File: config.mk
export PLATFORM = sky130hd
export DESIGN_NAME = accel_result_drain
export DESIGN_NICKNAME = d
export VERILOG_FILES = /design/src/rtl/accel_pkg.sv /design/src/rtl/accel_idx_seq.sv /design/src/rtl/accel_result_drain.sv
export SDC_FILE = /design/constraint.sdc
export NUM_CORES = 1
export LEC_CHECK = 0
export ABC_CLOCK_PERIOD_IN_PS = 188800
export CORE_MARGIN = 1
export CORE_UTILIZATION = 40
export CTS_CLUSTER_SIZE = 40
export DETAILED_ROUTE_END_ITERATION = 6
export HOLD_SLACK_MARGIN = 0.1
export PLACE_DENSITY = 0.68
export SYNTH_ARGS = -nofsm -noshare
export SYNTH_HDL_FRONTEND = slang
export SYNTH_SLANG_ARGS = --single-unit
File: constraint.sdc
create_clock -name clk -period 188.8 [get_ports clk]
set_input_delay 47.2 -clock clk [delete_from_list [all_inputs] [get_ports clk]]
set_output_delay 47.2 -clock clk [all_outputs]
set_load 0.01 [all_outputs]
File: src/rtl/accel_pkg.sv
// Shared defaults, drain FSM state type and index-width helper for the
// accelerator result drain block.
package accel_pkg;

  localparam int unsigned N_DEF = 4;
  localparam int unsigned W_DEF = 32;

  typedef enum logic [0:0] {
    ST_IDLE  = 1'b0,
    ST_DRAIN = 1'b1
  } drain_state_e;

  // Width of a row-major element index for an n x n matrix (at least 1 bit).
  function automatic int unsigned idx_width(input int unsigned n);
    return (n * n > 1) ? $clog2(n * n) : 1;
  endfunction

endpackage

File: src/rtl/accel_idx_seq.sv
// Row/column counters walking an N x N matrix in row- or column-major order,
// reporting the row-major index of the current position.
module accel_idx_seq
  import accel_pkg::*;
#(
  parameter int unsigned N  = N_DEF,
  parameter int unsigned IW = idx_width(N)
) (
  input  logic          clk,
  input  logic          rst,
  input  logic          clr_i,
  input  logic          adv_i,
  input  logic          col_major_i,
  output logic [IW-1:0] idx_o,
  output logic          last_o
);

  localparam int unsigned CW = (N > 1) ? $clog2(N) : 1;
  localparam logic [CW-1:0] MAXC = CW'(N - 1);

  logic [CW-1:0] row_q, row_d;
  logic [CW-1:0] col_q, col_d;

  always_comb begin
    row_d = row_q;
    col_d = col_q;
    if (clr_i) begin
      row_d = '0;
      col_d = '0;
    end else if (adv_i) begin
      // Column-major: row is the inner loop; row-major: column is inner.
      if (col_major_i) begin
        if (row_q == MAXC) begin
          row_d = '0;
          col_d = col_q + 1'b1;
        end else begin
          row_d = row_q + 1'b1;
        end
      end else begin
        if (col_q == MAXC) begin
          col_d = '0;
          row_d = row_q + 1'b1;
        end else begin
          col_d = col_q + 1'b1;
        end
      end
    end
  end

  always_ff @(posedge clk) begin
    if (rst) begin
      row_q <= '0;
      col_q <= '0;
    end else begin
      row_q <= row_d;
      col_q <= col_d;
    end
  end

  assign idx_o  = IW'(row_q) * IW'(N) + IW'(col_q);
  assign last_o = (row_q == MAXC) && (col_q == MAXC);

endmodule

File: src/rtl/accel_result_drain.sv
// Captures an N x N accelerator result on a done rising edge and streams it
// out element by element over a valid/ready interface.
module accel_result_drain
  import accel_pkg::*;
#(
  parameter int unsigned N = N_DEF,
  parameter int unsigned W = W_DEF,
  localparam int unsigned IW = idx_width(N)
) (
  input  logic             clk,
  input  logic             rst,
  input  logic             done,
  input  logic [N*N*W-1:0] result_flat,
  input  logic             col_major,
  output logic             out_valid,
  input  logic             out_ready,
  output logic [W-1:0]     out_data,
  output logic [IW-1:0]    out_idx,
  output logic             out_last,
  output logic             busy,
  output logic             overrun
);

  localparam int unsigned NN = N * N;

  drain_state_e state_q, state_d;
  logic         done_q;
  logic         armed_q;
  logic         cm_q;
  logic         overrun_q, overrun_d;
  logic [W-1:0] buf_q [NN];

  logic          rise;
  logic          xfer;
  logic          capture;
  logic          seq_clr;
  logic          seq_adv;
  logic [IW-1:0] seq_idx;
  logic          seq_last;

  // armed_q blocks a done level that was already high across reset from
  // looking like a fresh edge; it sets once done has been seen low.
  assign rise = done && !done_q && armed_q;
  assign xfer = out_valid && out_ready;

  always_comb begin
    state_d   = state_q;
    overrun_d = overrun_q;
    capture   = 1'b0;
    seq_clr   = 1'b0;
    seq_adv   = 1'b0;
    case (state_q)
      ST_IDLE: begin
        if (rise) begin
          capture = 1'b1;
          seq_clr = 1'b1;
          state_d = ST_DRAIN;
        end
      end
      ST_DRAIN: begin
        if (rise) overrun_d = 1'b1;
        if (xfer) begin
          if (seq_last) state_d = ST_IDLE;
          else          seq_adv = 1'b1;
        end
      end
      default: state_d = ST_IDLE;
    endcase
  end

  always_ff @(posedge clk) begin
    if (rst) begin
      state_q   <= ST_IDLE;
      done_q    <= 1'b0;
      armed_q   <= 1'b0;
      cm_q      <= 1'b0;
      overrun_q <= 1'b0;
    end else begin
      state_q   <= state_d;
      done_q    <= done;
      armed_q   <= armed_q | ~done;
      overrun_q <= overrun_d;
      if (capture) cm_q <= col_major;
    end
  end

  always_ff @(posedge clk) begin
    if (capture && !rst) begin
      for (int unsigned i = 0; i < NN; i++) begin
        buf_q[i] <= result_flat[i*W +: W];
      end
    end
  end

  accel_idx_seq #(
    .N  (N),
    .IW (IW)
  ) u_idx_seq (
    .clk         (clk),
    .rst         (rst),
    .clr_i       (seq_clr),
    .adv_i       (seq_adv),
    .col_major_i (cm_q),
    .idx_o       (seq_idx),
    .last_o      (seq_last)
  );

  assign out_valid = (state_q == ST_DRAIN);
  assign busy      = out_valid;
  assign overrun   = overrun_q;
  assign out_data  = out_valid ? buf_q[seq_idx] : '0;
  assign out_idx   = out_valid ? seq_idx : '0;
  assign out_last  = out_valid && seq_last;

endmodule
==> flow_summary.toml <==
[layout]
final_cells = 2383
final_cell_area_um2 = 28300
seqCellArea_um2 = 15600
final_net_count = 2174
syn_to_final_growth_pct = 39.6
multi_input_area_um2 = 4210
drive_gt1_share_pct = 6.76
post-route-util_pct = 56.4
fillers = 3940

[pwr]
p_per_area_nw_per_um2 = 9.20
peakVddDrop_v = 0.00000735
power.total_uw = 260
switching_share_pct = 19.7
power_frac_comb_pct = 6.7
leakage_nw = 8.94
power.internal_uw = 209
seq_power_share_pct = 50.3
power_frac_clock_pct = 43.0
switchingPower_uw = 51.2

[flow_run]
max-cap-violations = 0

[min_path]
holdPathStages = 2
min_to = "armed_q"
min_from = "armed_q"
hold_class = "flop to flop"

[clock_tree]
cts_root_buffer = "clkbuf_16"
holdBufCountCts = 0
cts_tree = "built"
cts_sinks = 521
clk_pin_slew_ns = 0.06
cts_max_level = 2
cts_resized = 0
clockBufferDepth = 3
numCtsBuffers = 56
worstSkewPairLatency_ns = 0.60
post_cts_buffers = 0

[global_routing]
grt_max_degree = 187
gr-total-overflow = 0
grt_pass1_vias = 12600
grt_pass1_wl_mm = 81.0
antenna_found_initial = 12
grt_use_total_pct = 22.2

[timing]
hold_viol_final = 0
hold_slack_ns = 0.448
tightest_slew_ns = 1.25
period_needed_ns = 51.53
rsz0062_at_grt = "false"
finClkSkew_ns = 0.0184
relSlewSlack_pct = 16.5
fmax_mhz = 19.4
layout_setup_ws_ns = 137.27
fin_tns_setup_ns = 0
setup_viol = 0
fin_crit_sh_pct = 27.3
slew_viol_final = 0

[yosys]
synth_flop_cell = "edfxtp_1"
ys_types = 33
ys_seq_area_share_pct = 76.8
synth_warnings = 0
syn_inst = 1088
syn_avg_cell_area_um2 = 18.6
netlist_area_um2 = 20200
async_reset_ff_share_pct = 0
yosysMostFrequentCell = "edfxtp_1"
yosys.area.top_type = "edfxtp_1"
yosysTopAreaCellShare_pct = 75.9
syn-num-nets = 1607
synth_edf_count = 512
synth_seq_cells = 521
synthTopCellsByArea = "edfxtp_1 76%, mux2i_1 12%, a22oi_1 4.0%"
synth_commonest_cells = "512 x edfxtp_1, 240 x mux2i_1, 108 x a22oi_1, 39 x nand2_1, 31 x o21ai_1"

[floorplanning]
start_util_pct = 40.4
dieArea_um2 = 51500
ios = 557
core_area_um2 = 50100
die_w_um = 227
die_height_um = 227
row_count = 82

[setup_path]
reg2reg_to = "buf_q[1][5]"
end_kind = "output port"
path_max_fanout = 57
r2r_start = "busy"
r2r_slack_ns = 185.75
critPathRequiredTime_ns = 141.60
crit_type = "flop to output port"
critPathLaunchType = "flop"
cp-startpoint = "u_idx_seq.col_q[0]"
ff2ff_path_depth = 3
arrival_ns = 4.33

[route]
ant_nets = 0
vias = 12100
viasPerCell = 5.10
routedWlPerCell_um = 24.7
totalWireLength_mm = 59.0
first_pass_iters = 4
drc = 0
drt_iter0_drc = 883

[place]
dp_cells = 2268
dp_slack_ns = 137.84
portBuffers = 556
gp_congestion = 0.823
placed_area_um2 = 26300
place_hpwl_mm = 41.8

[outcome]
outcome = "completed"
power groups by stage:
stage / combinational (mW) / clock, mW / sequential [mW]
after global placement: 0.0173 / 0 / 0.133
after floorplan: 0.00484 / 0 / 0.137
after global routing: 0.0185 / 0.118 / 0.131
final: 0.0175 / 0.112 / 0.131
after CTS: 0.0177 / 0.114 / 0.131
after detailed placement: 0.0176 / 0 / 0.133
final cells by class:
| class | count | share of cell area [%] |
|---|---|---|
| Multi-Input combinational cell | 502 | 14.9 |
| Clock inverter | 35 | 1.38 |
| Tap cell | 672 | 2.97 |
| Antenna cell | 9 | 0.0797 |
| Inverter | 3 | 0.0398 |
| Clock buffer | 70 | 5.29 |
| Sequential cell | 521 | 55.0 |
| Timing Repair Buffer | 571 | 20.3 |
worst max-delay path, cell delays in order, from the launching register on:
cell	delay (ns)
dfxtp_4	0.56
buf_4	0.70
buf_4	0.88
mux2i_1	0.16
a22oi_1	0.23
nand2_1	0.21
o21ai_1	0.26
clkdlybuf4s50_1	0.59
flip-flops by register name, summed over array words and instances, names as in the netlist:
| signal | cells |
|---|---|
| buf_q | 512 |
| u_idx_seq.col_q | 2 |
| u_idx_seq.row_q | 2 |
| armed_q | 1 |
| busy | 1 |
| cm_q | 1 |
| done_q | 1 |
| overrun | 1 |
metal layers:
layer | wire (um) | GRT usage, % | vias to the layer above
met3 | 5380 | 7.00 | 97
met1 | 21100 | 24.4 | 6006
met2 | 30200 | 39.3 | 502
met4 | 2260 | 9.94 | 8
li1 | - | - | 5536
met5 | 55 | 0 | -
cells in the final DEF (no fill, tap or decap), types with 4 or more instances in the layout:
| cell type | netlist | layout |
|---|---|---|
| a221oi_1 | 10 | 10 |
| bufinv_16 | 0 | 8 |
| nand3_1 | 24 | 24 |
| a22oi_1 | 108 | 108 |
| a21oi_1 | 5 | 5 |
| mux4_2 | 10 | 10 |
| o21ai_0 | 4 | 4 |
| clkbuf_16 | 0 | 58 |
| buf_4 | 8 | 11 |
| nor2_1 | 9 | 9 |
| clkinv_2 | 0 | 10 |
| mux2i_1 | 240 | 240 |
| diode_2 | 0 | 9 |
| edfxtp_1 | 512 | 512 |
| clkdlybuf4s50_1 | 0 | 556 |
| clkinv_1 | 0 | 11 |
| clkbuf_1 | 11 | 12 |
| o21ai_1 | 31 | 31 |
| dfxtp_1 | 9 | 8 |
| nand2_1 | 39 | 39 |
how the worst max path moves through the flow:
stage          cells past startpoint           end  slack (ns)
2_1_floorplan                      1   buf_q[0][0]       90.85
3_3_place_gp                       7   out_data[0]      137.82
3_5_place_dp                       7   out_data[0]      137.84
4_1_cts                            7   out_data[0]      137.18
5_1_grt                            7   out_data[0]      137.05
6_report                           7  out_data[13]      137.27
cell families after synthesis:
group	count (synthesis)	synth area share (%)
compound gates	161	5.52
flops	521	76.8
simple gates	89	2.02
buf+inv	65	2.52
mux	250	13.0
fa+ha+maj	2	0.124
Note: power is estimated with default switching activity, not from simulation.
